## src/rtl/hazard_ctrl.sv

```systemverilog
// Pipeline hazard/stall controller: load-use stalls, taken-branch squash and
// multi-cycle multiply occupancy of EX, plus a saturating stall-cycle counter.
module hazard_ctrl #(
    parameter int unsigned REG_W   = 4,
    parameter int unsigned MUL_LAT = 4,
    parameter int unsigned CNT_W   = 16
) (
    input  logic             clk,
    input  logic             rst,
    input  logic [REG_W-1:0] ifid_op1,
    input  logic [REG_W-1:0] ifid_op2,
    input  logic [REG_W-1:0] idex_op1,
    input  logic             idex_memread,
    input  logic             idex_is_mul,
    input  logic             branch_taken,
    output logic             pc_write,
    output logic             ifid_write,
    output logic             ifid_flush,
    output logic             idex_write,
    output logic             idex_bubble,
    output logic             exmem_bubble,
    output logic             mul_start,
    output logic             mul_busy,
    output logic [CNT_W-1:0] stall_cnt
);

    localparam int unsigned CW = (MUL_LAT > 2) ? $clog2(MUL_LAT) : 1;

    typedef enum logic [1:0] {StRun, StMulWait, StMulDone} state_e;

    state_e           state_q, state_d;
    logic [CW-1:0]    cnt_q, cnt_d;
    logic [CNT_W-1:0] stall_cnt_q;
    logic             load_use;

    // Register 0 is hardwired zero, so a load targeting it never hazards.
    assign load_use = idex_memread && (idex_op1 != '0) &&
                      ((idex_op1 == ifid_op1) || (idex_op1 == ifid_op2));

    always_comb begin
        state_d      = state_q;
        cnt_d        = cnt_q;
        pc_write     = 1'b1;
        ifid_write   = 1'b1;
        idex_write   = 1'b1;
        ifid_flush   = 1'b0;
        idex_bubble  = 1'b0;
        exmem_bubble = 1'b0;
        mul_start    = 1'b0;
        mul_busy     = 1'b0;
        if (rst) begin
            state_d      = StRun;
            cnt_d        = '0;
            pc_write     = 1'b0;
            ifid_write   = 1'b0;
            idex_write   = 1'b0;
            ifid_flush   = 1'b1;
            idex_bubble  = 1'b1;
            exmem_bubble = 1'b1;
        end else begin
            unique case (state_q)
                StRun: begin
                    if (idex_is_mul) begin
                        mul_start    = 1'b1;
                        pc_write     = 1'b0;
                        ifid_write   = 1'b0;
                        idex_write   = 1'b0;
                        exmem_bubble = 1'b1;
                        state_d      = StMulWait;
                        cnt_d        = CW'(MUL_LAT - 1);
                    end else if (branch_taken) begin
                        // Squashing ID also removes any load-use dependency.
                        ifid_flush  = 1'b1;
                        idex_bubble = 1'b1;
                    end else if (load_use) begin
                        pc_write    = 1'b0;
                        ifid_write  = 1'b0;
                        idex_bubble = 1'b1;
                    end
                end
                StMulWait: begin
                    mul_busy     = 1'b1;
                    pc_write     = 1'b0;
                    ifid_write   = 1'b0;
                    idex_write   = 1'b0;
                    exmem_bubble = 1'b1;
                    cnt_d        = cnt_q - CW'(1);
                    if (cnt_q == CW'(1)) state_d = StMulDone;
                end
                StMulDone: begin
                    // The finishing mul is still in EX; idex_is_mul is not a new request.
                    state_d = StRun;
                end
                default: state_d = StRun;
            endcase
        end
    end

    always_ff @(posedge clk or posedge rst) begin
        if (rst) begin
            state_q     <= StRun;
            cnt_q       <= '0;
            stall_cnt_q <= '0;
        end else begin
            state_q <= state_d;
            cnt_q   <= cnt_d;
            if (!pc_write && (stall_cnt_q != '1)) stall_cnt_q <= stall_cnt_q + CNT_W'(1);
        end
    end

    assign stall_cnt = stall_cnt_q;

endmodule

```

## config.mk

```make
export PLATFORM = sky130hd
export DESIGN_NAME = hazard_ctrl
export DESIGN_NICKNAME = d
export VERILOG_FILES = /design/src/rtl/hazard_ctrl.sv
export SDC_FILE = /design/constraint.sdc
export NUM_CORES = 1
export LEC_CHECK = 0
export ABC_CLOCK_PERIOD_IN_PS = 2400
export CORE_MARGIN = 2
export CORE_UTILIZATION = 30
export CTS_CLUSTER_DIAMETER = 30
export CTS_CLUSTER_SIZE = 20
export DETAILED_ROUTE_END_ITERATION = 10
export PLACE_DENSITY = 0.64
export SYNTH_ARGS = -nofsm -noshare
export SYNTH_HDL_FRONTEND = slang
export SYNTH_SLANG_ARGS = --single-unit
```

## constraint.sdc

```tcl
create_clock -name clk -period 2.4 [get_ports clk]
set_input_delay 0.36 -clock clk [delete_from_list [all_inputs] [get_ports clk]]
set_output_delay 0.36 -clock clk [all_outputs]
set_load 0.02 [all_outputs]
```

==> summary.txt <==
Yosys
  • Largest family of logic cells by synthesized area: simple AND/OR/NAND/NOR gates
  • Number of flops mapped to enable cells by yosys: 0
  • Library cells used by synthesis: 33
  • Avg Cell Area, Syn: 10.95 um^2
  • Total of flip-flops plus latches after synthesis: 20
  • Number of synthesis warnings: 0
  • Multiplexer share of the synthesized area: 1.959%
  • Post-synthesis adder-cell area fraction: 2.176%
  • Netlist area before placement: 1150 um^2
  • Post-synthesis sequential area ratio: 43.53%
  • Async set or reset register ratio after synthesis: 100.0%
  • Nets in the synthesized netlist: 124
  • Post-synthesis share of cell area spent on and, or, nand and nor gates: 24.81%
  • Synthesized-area fraction occupied by ao, oa, aoi and oai cells: 6.529%
  • Prevailing post-synth register cell: sky130_fd_sc_hd__dfrtp_1
  • Post-synthesis xor/xnor area fraction: 16.76%
  • Post-synthesis instance total: 105

Route
  • Post-detailed-route DRC marker count: 0
  • Via density per instance: 4.630
  • Vias: 926
  • 1st-iter DRT viols: 29
  • Aggregate routed wire length: 2523 um
  • First-pass iteration count of the detailed router: 4
  • WL/cell: 12.62 um
  • Number of antenna-violating nets in the routed design: 0

Finish
  • Highest-count cells in the layout ignoring fill and taps: sky130_fd_sc_hd__clkdlybuf4s50_1, sky130_fd_sc_hd__dfrtp_1, sky130_fd_sc_hd__xnor2_1, sky130_fd_sc_hd__xor2_1, sky130_fd_sc_hd__nor2_1
  • Layout net count: 172
  • Layout area overhead: 50.27%
  • Filler cells: 362
  • Ant. Diodes: 0
  • Finished Layout Cells: 200
  • End-of-flow core utilization: 47.20%
  • Fraction of final layout cells with drive strength greater than 1: 18.42%
  • Most frequent standard cell in the layout excluding fill and tap cells: sky130_fd_sc_hd__clkdlybuf4s50_1

STA
  • Actual slew at the worst max-slew pin: 0.3924 ns
  • Fin Clk Skew: 0.002650 ns
  • Number of max-slew violations in the final report: 0
  • Share of the clock period used by the worst path: 94.69%
  • Number of endpoints failing setup at the final stage: 0
  • Number of hold-slack violations in the final timing report: 0
  • RSZ-0062 raised after global routing: no
  • Post-layout worst setup margin: 0.1275 ns
  • Fin Hold WS: 0.4998 ns
  • Max_slew headroom: 73.47%
  • Post-layout min period: 2.273 ns
  • Highest clock frequency the design can meet: 0.4400 GHz

Setup path
  • Depth of the worst register-to-register path: 7
  • Critical-path maximum fanout: 3
  • Worst endpoint required time: 2.04 ns
  • R2r setup slk: 0.65 ns
  • Critical path startpoint category: primary input
  • Data arrival time of the critical path: 1.91 ns
  • R2r endpoint: stall_cnt[11]
  • Kind of end point of the critical path: primary output
  • Crit Path Class: in2out
  • Reg-to-reg critical path startpoint: stall_cnt[0]

Global routing
  • Residual overflow from global routing: 0
  • Vias in the first global route: 954
  • Overall Global Routing Usage: 12.33%
  • First-pass GRT wire length: 4119 um
  • Maximum number of pins on one net before global-route repair: 22
  • Number of antenna violations at the first check in global routing: 0

Place
  • DP Worst Slack: -0.2508 ns
  • RePlAce Congestion: 0.7156
  • Placed wire-length estimate after detailed placement: 2012 um
  • Number of port buffers: 40
  • Placed Cells: 196

Power
  • Power density over the cells: 766.1 nW/um^2
  • Leakage power: 0.7446 nW
  • Total power of the final layout: 1.324 mW
  • Peak ir drop on the vdd network: 241.3 uV

Clock tree
  • Buffer cell driving the clock tree root: sky130_fd_sc_hd__clkbuf_8
  • Clock latency at the later pin of the worst-skew pair: 0.26 ns
  • Clock Sink Count: 20
  • Number of buffers inserted during clock tree synthesis: 3
  • Clock Path Buffers: 2
  • TritonCTS clock tree: done
  • Number of H-tree levels: 1
  • Clock slew at the register clock pins of the worst setup and hold paths: 0.08 ns

Floorplanning
  • I/O pin count: 41
  • Height of the die: 65.91 um
  • Starting Density: 31.41%
  • Rows: 22
  • Chip Width: 65.91 um
  • CORE AREA: 3661 um^2
  • Die area: 4344 um^2

Min path
  • Worst min-delay path category: reg2reg
  • Worst Min Path Start: stall_cnt[14]
  • Number of cells traversed by the worst hold path: 1
  • Endpoint of the worst hold-timing path: stall_cnt[14]

Status
  • Status: completed

Job
  • Max-capacitance violation count: 0
-- layout make-up --
| type | instances | area [um^2] | share of cell area (%) |
|---|---|---|---|
| Multi-Input combinational cell | 77 | 615.6 | 35.63 |
| Inverter | 4 | 15.01 | 0.8689 |
| Timing Repair Buffer | 47 | 465.4 | 26.94 |
| Clock inverter | 1 | 30.03 | 1.738 |
| Sequential cell | 20 | 500.5 | 28.96 |
| Tap cell | 48 | 60.06 | 3.476 |
| Clock buffer | 3 | 41.29 | 2.390 |
-- critical path, cell delays in order --
cell                              delay, ns
sky130_fd_sc_hd__clkdlybuf4s50_1       0.49
sky130_fd_sc_hd__nor2_1                0.06
sky130_fd_sc_hd__nor2_1                0.12
sky130_fd_sc_hd__nor2_1                0.07
sky130_fd_sc_hd__buf_4                 0.16
sky130_fd_sc_hd__inv_1                 0.05
sky130_fd_sc_hd__clkdlybuf4s50_1       0.59
-- flip-flops by register name, summed over array words and instances (netlist names) --
register / cells
state_q: 2
stall_cnt: 16
cnt_q: 2
-- how the worst max path moves through the flow --
stage	from	cells past startpoint	end
final	idex_is_mul	7	exmem_bubble
after global routing	idex_is_mul	7	exmem_bubble
after CTS	idex_op1[0]	6	ifid_write
after detailed placement	idex_op1[0]	6	ifid_write
after global placement	idex_op1[1]	7	idex_bubble
after floorplan	state_q[0]	5	pc_write
-- metrics by stage --
stage,TNS (ns),instance area [um^2]
final,0,1728
after global routing,0,1728
after global placement,-0.6300,1642
after floorplan,0,1150
after detailed placement,-0.7343,1642
after CTS,-0.3720,1727
-- where the power goes --
group          switching [mW]  leakage (nW)  internal [mW]
Clock                   0.116        0.0357          0.223
Combinational           0.238         0.451          0.259
Sequential             0.0794         0.258          0.408
Total                   0.434         0.745          0.890
-- kinds of logic after synthesis --
kind of cell | count (synthesis)
compound gates | 7
simple gates | 44
buf+inv | 8
xor+xnor | 22
fa+ha+maj | 2
flops | 20
mux | 2
-- per-layer routing --
| metal | part of all wire (%) | vias up | GRT usage [%] | routed length (um) |
|---|---|---|---|---|
| li1 | - | 456 | - | - |
| met1 | 44 | 432 | 14.47 | 1109 |
| met5 | 0 | - | 0 | 0 |
| met2 | 48 | 34 | 22.10 | 1222 |
| met4 | 1.2 | 0 | 4.688 | 30 |
| met3 | 6.3 | 4 | 2.215 | 159 |
-- cell usage after synthesis, types with 2 or more instances --
master | number | area share [%]
sky130_fd_sc_hd__nand2_1 | 6 | 2.0
sky130_fd_sc_hd__dfrtp_1 | 20 | 44
sky130_fd_sc_hd__nand4_1 | 4 | 2.2
sky130_fd_sc_hd__xor2_1 | 10 | 7.6
sky130_fd_sc_hd__ha_1 | 2 | 2.2
sky130_fd_sc_hd__nand4_2 | 2 | 2.2
sky130_fd_sc_hd__and3_4 | 2 | 2.0
sky130_fd_sc_hd__nor3_1 | 4 | 1.7
sky130_fd_sc_hd__nand3_1 | 5 | 2.2
sky130_fd_sc_hd__buf_6 | 2 | 2.0
sky130_fd_sc_hd__and3_1 | 3 | 1.6
sky130_fd_sc_hd__inv_1 | 4 | 1.3
sky130_fd_sc_hd__xnor2_1 | 12 | 9.1
sky130_fd_sc_hd__nor2_1 | 8 | 2.6
sky130_fd_sc_hd__a21o_1 | 2 | 1.3
sky130_fd_sc_hd__mux2_2 | 2 | 2.0
-- timing repair --
item / 4_1_cts / 5_1_grt
setup endpoints to repair: 3 / 3
gates resized for setup: 3 / 4
buffers inserted: 0 / 0
pin swaps: 1 / 1
hold buffers: 0 / 0
Power figures use the tool's default switching activity.
